`src/rtl/morse_char_detect.sv`:
```
// ============================================================================
// Module   : morse_char_detect
// Purpose  : Recognises one target Morse character on a raw 1-bit line by
//            classifying mark run lengths and matching them symbol by symbol.
// Revision : 1.0 - initial release
// ============================================================================
`default_nettype none

module morse_char_detect #(
    parameter int MAX_SYMS = 8,
    parameter int CNT_W    = 4,
    parameter int DOT_MAX  = 2,
    parameter int DASH_MIN = 3,
    parameter int DASH_MAX = 6,
    parameter int CHAR_GAP = 4
) (
    input  logic                             clk,
    input  logic                             rst,
    input  logic                             in,
    input  logic [MAX_SYMS-1:0]              pattern,
    input  logic [$clog2(MAX_SYMS+1)-1:0]    pat_len,
    output logic                             cb,
    output logic                             is,
    output logic [$clog2(MAX_SYMS+1)-1:0]    sym_cnt
);

    localparam int               c_SW       = $clog2(MAX_SYMS + 1);
    localparam logic [CNT_W-1:0] c_CNT_MAX  = {CNT_W{1'b1}};
    localparam logic [CNT_W-1:0] c_DOT_MAX  = CNT_W'(DOT_MAX);
    localparam logic [CNT_W-1:0] c_DASH_MIN = CNT_W'(DASH_MIN);
    localparam logic [CNT_W-1:0] c_DASH_MAX = CNT_W'(DASH_MAX);
    localparam logic [CNT_W-1:0] c_CHAR_GAP = CNT_W'(CHAR_GAP);

    typedef enum logic [1:0] {
        S_IDLE = 2'd0,
        S_MARK = 2'd1,
        S_GAP  = 2'd2,
        S_FAIL = 2'd3
    } state_t;

    state_t              r_state, w_state_nxt;
    logic [CNT_W-1:0]    r_cnt, w_cnt_nxt;
    logic [c_SW-1:0]     r_sym_cnt, w_sym_nxt;
    logic [MAX_SYMS-1:0] r_pat, w_pat_nxt;
    logic [c_SW-1:0]     r_len, w_len_nxt;
    logic                r_cb, r_is, w_is_nxt, w_cb_nxt;

    logic [CNT_W-1:0]    w_cnt_inc;
    logic                w_is_dot, w_is_dash, w_exp_sym, w_sym_ok;

    assign w_cnt_inc = (r_cnt == c_CNT_MAX) ? r_cnt : r_cnt + CNT_W'(1);
    assign w_is_dot  = (r_cnt <= c_DOT_MAX);
    assign w_is_dash = (r_cnt >= c_DASH_MIN) && (r_cnt <= c_DASH_MAX);

    always_comb begin
        w_exp_sym = 1'b0;
        for (int i = 0; i < MAX_SYMS; i++) begin
            if (r_sym_cnt == c_SW'(i)) w_exp_sym = r_pat[i];
        end
    end

    assign w_sym_ok = (w_is_dot || w_is_dash) && (r_sym_cnt < r_len) &&
                      (w_exp_sym == w_is_dash);

    always_comb begin
        w_state_nxt = r_state;
        w_cnt_nxt   = r_cnt;
        w_sym_nxt   = r_sym_cnt;
        w_pat_nxt   = r_pat;
        w_len_nxt   = r_len;
        w_is_nxt    = 1'b0;
        case (r_state)
            S_IDLE: begin
                w_sym_nxt = '0;
                w_cnt_nxt = '0;
                if (in) begin
                    w_state_nxt = S_MARK;
                    w_cnt_nxt   = CNT_W'(1);
                    w_pat_nxt   = pattern;
                    w_len_nxt   = pat_len;
                end
            end
            S_MARK: begin
                if (in) begin
                    if (w_cnt_inc > c_DASH_MAX) begin
                        w_state_nxt = S_FAIL;
                        w_cnt_nxt   = '0;
                    end else begin
                        w_cnt_nxt = w_cnt_inc;
                    end
                end else begin
                    // The falling-edge low sample is the first zero of the following gap.
                    w_cnt_nxt = CNT_W'(1);
                    if (w_sym_ok) begin
                        w_state_nxt = S_GAP;
                        w_sym_nxt   = r_sym_cnt + c_SW'(1);
                    end else begin
                        w_state_nxt = S_FAIL;
                    end
                end
            end
            S_GAP: begin
                if (in) begin
                    w_state_nxt = S_MARK;
                    w_cnt_nxt   = CNT_W'(1);
                end else begin
                    w_cnt_nxt = w_cnt_inc;
                    if (w_cnt_inc >= c_CHAR_GAP) begin
                        w_state_nxt = S_IDLE;
                        w_cnt_nxt   = '0;
                        // A recognised character keeps its count visible alongside the pulse.
                        if (r_sym_cnt == r_len) w_is_nxt = 1'b1;
                        else                    w_sym_nxt = '0;
                    end
                end
            end
            S_FAIL: begin
                if (in) begin
                    w_cnt_nxt = '0;
                end else begin
                    w_cnt_nxt = w_cnt_inc;
                    if (w_cnt_inc >= c_CHAR_GAP) begin
                        w_state_nxt = S_IDLE;
                        w_cnt_nxt   = '0;
                        w_sym_nxt   = '0;
                    end
                end
            end
            default: w_state_nxt = S_IDLE;
        endcase
        w_cb_nxt = (w_state_nxt == S_MARK) || (w_state_nxt == S_GAP);
    end

    always_ff @(posedge clk) begin
        if (rst) begin
            r_state   <= S_IDLE;
            r_cnt     <= '0;
            r_sym_cnt <= '0;
            r_pat     <= '0;
            r_len     <= '0;
            r_cb      <= 1'b0;
            r_is      <= 1'b0;
        end else begin
            r_state   <= w_state_nxt;
            r_cnt     <= w_cnt_nxt;
            r_sym_cnt <= w_sym_nxt;
            r_pat     <= w_pat_nxt;
            r_len     <= w_len_nxt;
            r_cb      <= w_cb_nxt;
            r_is      <= w_is_nxt;
        end
    end

    assign cb      = r_cb;
    assign is      = r_is;
    assign sym_cnt = r_sym_cnt;

endmodule

`default_nettype wire
```
`config.mk`:
```
export PLATFORM = sky130hd
export DESIGN_NAME = morse_char_detect
export DESIGN_NICKNAME = d
export VERILOG_FILES = /design/src/rtl/morse_char_detect.sv
export SDC_FILE = /design/constraint.sdc
export NUM_CORES = 1
export LEC_CHECK = 0
export ABC_AREA = 1
export CAP_MARGIN = 40
export CORE_MARGIN = 2
export CORE_UTILIZATION = 45
export DETAILED_ROUTE_END_ITERATION = 16
export DONT_BUFFER_PORTS = 1
export MAX_ROUTING_LAYER = met4
export PLACE_DENSITY = 0.72
export SLEW_MARGIN = 20
export SYNTH_ARGS = -nofsm -noshare
export SYNTH_HDL_FRONTEND = slang
export SYNTH_SLANG_ARGS = --single-unit
```
`constraint.sdc`:
```
create_clock -name clk -period 1.85 [get_ports clk]
set_input_delay 0.185 -clock clk [delete_from_list [all_inputs] [get_ports clk]]
set_output_delay 0.185 -clock clk [all_outputs]
set_load 0.05 [all_outputs]
```
# Word-level counts from Yosys, hierarchy flattened
# Index checks and enable logic that the tools add are counted.
# word_totals
reg_bits	24
# op_classes
reduce_logical	10
bitwise	2
eq_ne	22
muxes	33
order_cmp	6
add_sub_neg	2
# op_table
cell	n
two-way mux 4 bit	13
case mux 4 bit (4 select lines)	2
== test 4 x 3 -> 1 bit, second input constant	4
!= test 2 bit, second input constant	7
two-way mux 2 bit	6
two-way mux 1 bit	11
adder 4 x 1 -> 4 bit, second input constant	2
== test 4 x 2 -> 1 bit, second input constant	2
case mux 2 bit (4 select lines)	1
AND reduction 7 bit	1
== test 2 bit, second input constant	3
== test 2 x 1 -> 1 bit, second input constant	2
== test 4 x 1 -> 1 bit, second input constant	1
== test 4 bit	1
== test 4 bit, second input constant	1
>= comparator 4 x 2 -> 1 bit, second input constant	1
>= comparator 4 x 3 -> 1 bit, second input constant	1
greater-than comparator 4 x 3 -> 1 bit, second input constant	1
less-or-equal comparator 4 x 2 -> 1 bit, second input constant	1
less-or-equal comparator 4 x 3 -> 1 bit, second input constant	1
zero test 4 bit	1
< comparator 4 bit	1
OR reduction 4 bit	1
logical AND 1 bit	3
other kinds (5)	7

# Depth between registers and ports, before layout
# depth
word_depth	16
ltp_mapped	18

# Least setup slack after synthesis
# No wires, ideal clock.
# synth_timing
path_type	reg-to-reg
from	register r_sym_cnt[0] (netlist: sym_cnt[0])
to	register r_sym_cnt[1] (netlist: sym_cnt[1])
t_arrival_ns	1.951
required_ns	1.726
stages_incl_launch_ff	17
setup_ns	0.124
period_less_slack_ns	2.075
n_path_buf	0
path_slack_ns	-0.225
cell_sequence	dfxtp_1 inv_1 ha_1 a21oi_1 nand2_1 nand2_1 nand2_1 nand2_1 nand2_1 nand2_1 nand2_1 nand3_2 nand2_4 nand2_4 nand2_1 nand2_1 nor2_1
# synth_between
elab_chain_len	13
word_cells_on_any_way	28
classes_between	add/sub: 1; order compare: 1; eq/ne: 11; mux: 11; reduce/logical: 4
# synth_rtl
item	line_no	text
start, declared	43	logic [c_SW-1:0] r_sym_cnt, w_sym_nxt;
start signal, assigned	146	r_sym_cnt <= w_sym_nxt;
zero test 4 bit	58	if (r_sym_cnt == c_SW'(i)) w_exp_sym = r_pat[i];
two-way mux 1 bit (8 in a row)	58	
== test 1 bit	63	(w_exp_sym == w_is_dash);
logical AND 1 bit	62	assign w_sym_ok = (w_is_dot || w_is_dash) && (r_sym_cnt < r_len) &&
!= test 2 bit (no line)	-	
AND reduction 7 bit (no line)	-	
# Several ways; a longest one is shown, not always the timed one. The select of a mux whose other input is x is not followed.
# A chain may end at the register's enable or synchronous reset.

# Worst setup path after layout
# layout_timing
from	register r_sym_cnt[1] (netlist: sym_cnt[1])
to	register r_cb (netlist: cb)
# layout_between
elab_chain_len	16
word_cells_on_any_way	26
classes_between	order compare: 1; eq/ne: 10; mux: 11; reduce/logical: 4
# layout_rtl
item	line_no	text
zero test 4 bit	58	
two-way mux 1 bit (8 in a row)	58	
== test 1 bit	63	
logical AND 1 bit (*)	62	
two-way mux 1 bit (*)	94	if (w_sym_ok) begin
two-way mux 2 bit (*)	84	if (in) begin
case mux 2 bit (4 select lines) (*)	72	case (r_state)
== test 2 x 1 -> 1 bit / == test 2 bit (equally long branches)	131	w_cb_nxt = (w_state_nxt == S_MARK) || (w_state_nxt == S_GAP);
logical OR 1 bit (*)	131	
end signal, assigned	149	r_cb <= w_cb_nxt;
end, declared	46	logic r_cb, r_is, w_is_nxt, w_cb_nxt;
# Mark *: on every way between the ends. The rest lies on a longest branch, timed or not.

==> results.yml <==
status:
  status: "finished clean"
setup_path:
  cp_num_cells: 12
  arrival_ns: 2.03
  r2r_start: "sym_cnt[1]"
  r2r-end: "cb"
  rrSetupSlack_ns: 0.1
  worstPathRequired_ns: 2.13
  critPathMaxStageDelay_ns: 0.41
  critPathSlowestCell: "dfxtp_4"
  crit_top_cell: "nand2_1"
  cpLargestDelayFamily: "simple AND/OR/NAND/NOR gates"
  timing.critical_path.buf_inv: 1
  worstPathMaxFanout: 7
  start_kind: "register"
  cp-startpoint: "sym_cnt[1]"
  crit_end: "cb"
  ff2ff_path_depth: 12
  cp-end-kind: "register"
  crit_type: "reg2reg"
  crit_chain: "ha_1, inv_1, nor2_1, o211ai_1, nand2_1, a21oi_2, nand3_2, nand2_4, nand2_2, nand2_1, nand2_1, nor2_1"
synth:
  synth_area_leaders: "dfxtp_1 35%, nand2_1 10%, ha_1 9.1%, nor2_1 9.0%, inv_1 7.4%"
  synth.largest_area_cell: "dfxtp_1"
  syn_area_sq_mm: 0.00137
  yosysTopAreaCellShare_pct: 35.1
  syn_nets: 228
  synth-seq-cells: 24
  yosysWarnings: 0
  yosysSeqAreaShare_pct: 35.1
  ys_types: 27
  avgSynthCellArea_sq_um: 6.74
  syn_inst: 203
power:
  pwr-share-seq_pct: 45.1
  p_clk_share_pct: 29.4
  p_int_w: 0.000917
  p_sw_share_pct: 31.9
  ir_drop_uv: 646
  power_frac_comb_pct: 25.5
  finalPower_w: 0.00135
  p_leak_nw: 0.786
  power.switching_w: 0.000430
  power.density_mw_per_mm2: 775
floorplanning:
  die_area_sq_mm: 0.00350
  rows: 20
  start_util_pct: 46.0
  die_w_microns: 59.2
  num_io_pins: 21
  core_sq_mm: 0.00298
  fp.dieH_microns: 59.2
min_path:
  min_path_type: "in2reg"
  min_path_cells: 3
sta:
  finalCriticalPeriod_ns: 1.75
  clock.fmax_ghz: 0.570
  layout_setup_ws_ns: 0.0965
  fin_crit_sh_pct: 94.8
  rsz0062_at_grt: "yes"
  hold_violations: 0
  clock_skew_ns: 0.00289
  finalSetupViolCount: 0
  finalSetupTns_ns: 0
  drv_slew: 0
final_layout:
  final_nets: 250
  layout-drive-gt1-share_pct: 19.6
  area_growth_pct: 26.9
  finalInstanceArea_sq_mm: 0.00174
  num_antenna_cells: 0
detailed_routing:
  wl_per_cell_microns: 12.3
  finalWirelength_microns: 3170
  initialDrtViolationCount: 77
  first_pass_iters: 4
  drtAntennaViolNets: 0
  drcViolationCount: 0
  vias: 1326
  viasPerCell: 5.16
global_routing:
  grt_overflow: 0
  grt_pass1_wl_microns: 5080
  grt_max_degree: 17
  grtUsageTotal_pct: 19.6
  grt_pass1_vias: 1187
  antenna_found_initial: 0
flow_run:
  drv_cap: 0
clock_tree:
  clk_path_buf_depth: 2
  numCtsBuffers: 3
  htree_levels: 1
  cts_tree: "built"
  cts_root_buf: "clkbuf_4"
  clkTransAtPathRegs_ns: 0.14
  insertion_delay_ns: 0.33
  cts.sinks: 24
place:
  place_ws_ns: 0.0818
  dp_hpwl_microns: 2140
  gp_congestion: 0.934
  placed_area_sq_mm: 0.00145
  port_buffers: 0
==> area by class of cell <==
cell class                 count  area, sq um
clock inverter                 1         30.0
tap                           33         41.3
clock buffer                   3         22.5
inverter                      28          113
sequential                    24          493
fill                         265         1240
multi-input combinational    148          865
timing repair buffer          20          173
==> sequential cells by signal, indices dropped and copies added (netlist names) <==
register  count
sym_cnt       4
r_state       2
r_cnt         4
r_pat         8
r_len         4
is            1
cb            1
==> cell usage after synthesis <==
cell / instances
nand2_1: 38
nor2_1: 33
inv_1: 27
dfxtp_1: 24
o21ai_0: 18
a21oi_1: 15
nand3_1: 13
ha_1: 10
clkbuf_1: 2
nand2_2: 2
nand2_4: 2
nor3_1: 2
o21ai_1: 2
xor2_1: 2
a31oi_1: 1
and2_1: 1
clkbuf_2: 1
clkinv_1: 1
conb_1: 1
nand3_2: 1
nand4_1: 1
nor2_2: 1
nor4_1: 1
o211ai_1: 1
o21ai_2: 1
or2_1: 1
xnor2_1: 1
==> cells by family (layout without fill, tap and decap cells) <==
kind of cell               count (synthesis)  after routing  share of synthesized area, %
AOI/OAI and AO/OA                         38             38                          14.4
xor gates and xnor gates                   3              3                          1.92
adders and majority gates                 10             10                          9.14
buffers and inverters                     31             52                          8.59
DFF                                       24             24                          35.1
other                                      1              1                         0.274
and+or+nand+nor                           96             96                          30.5
==> through the flow <==
step	cells	hold WS, ns	utilization [%]
floorplan	203	0.320	-
global placement	239	0.251	48.6
detailed placement	239	0.250	48.6
CTS	251	0.00985	53.0
global route	257	0.0150	58.3
finish	257	0.0190	58.3
==> worst reg2reg max path, cell delays in order (launching register included) <==
cell,delay (ns)
dfxtp_4,0.41
ha_1,0.32
inv_1,0.06
nor2_1,0.03
o211ai_1,0.16
nand2_1,0.12
a21oi_2,0.13
nand3_2,0.10
nand2_4,0.11
nand2_2,0.07
nand2_1,0.06
nand2_1,0.04
nor2_1,0.10
==> cells in the final DEF, fill, tap and decap left out, types with 2 or more instances in the layout <==
cell	count
nand2_1	37
nor2_1	31
inv_1	24
dfxtp_1	20
o21ai_0	17
nand3_1	13
a21oi_1	13
buf_4	11
dlygate4sd3_1	9
ha_1	5
ha_4	4
nor2_2	3
nand2_4	3
clkbuf_4	3
dfxtp_4	3
inv_2	2
nor3_2	2
o21ai_1	2
a21oi_2	2
o21ai_2	2
nand2_2	2
==> power by group through the flow <==
stage | sequential (W) | combinational (W) | clock, W
6_report | 0.000607 | 0.000344 | 0.000396
4_1_cts | 0.000597 | 0.000297 | 0.000400
3_5_place_dp | 0.000608 | 0.000281 | 0
3_3_place_gp | 0.000608 | 0.000277 | 0
2_1_floorplan | 0.000621 | 0.000205 | 0
5_1_grt | 0.000613 | 0.000389 | 0.000419
==> timing repair <==
item	in CTS	in global routing
endpoints found under the hold margin	13	1
setup endpoints to repair	0	9
hold buffers	8	1
gates resized for setup	0	31
setup buffers	0	5
==> how the worst min path moves through the flow <==
| stage | slack [ns] | endpoint | startpoint |
|---|---|---|---|
| floorplan | 0.32 | r_len[0] | pat_len[0] |
| global placement | 0.25 | sym_cnt[1] | rst |
| detailed placement | 0.25 | sym_cnt[3] | rst |
| CTS | 0.01 | r_cnt[1] | rst |
| global route | 0.01 | r_cnt[1] | rst |
| finish | 0.02 | r_cnt[1] | rst |
==> per-layer routing <==
metal,routed length (microns),vias up,GRT usage [%]
met5,0,-,-
met4,55,0,6.49
met3,137,8,4.37
met2,1620,28,33.2
met1,1360,595,23.0
li1,-,695,-
Note: power is estimated with default switching activity, not from simulation.
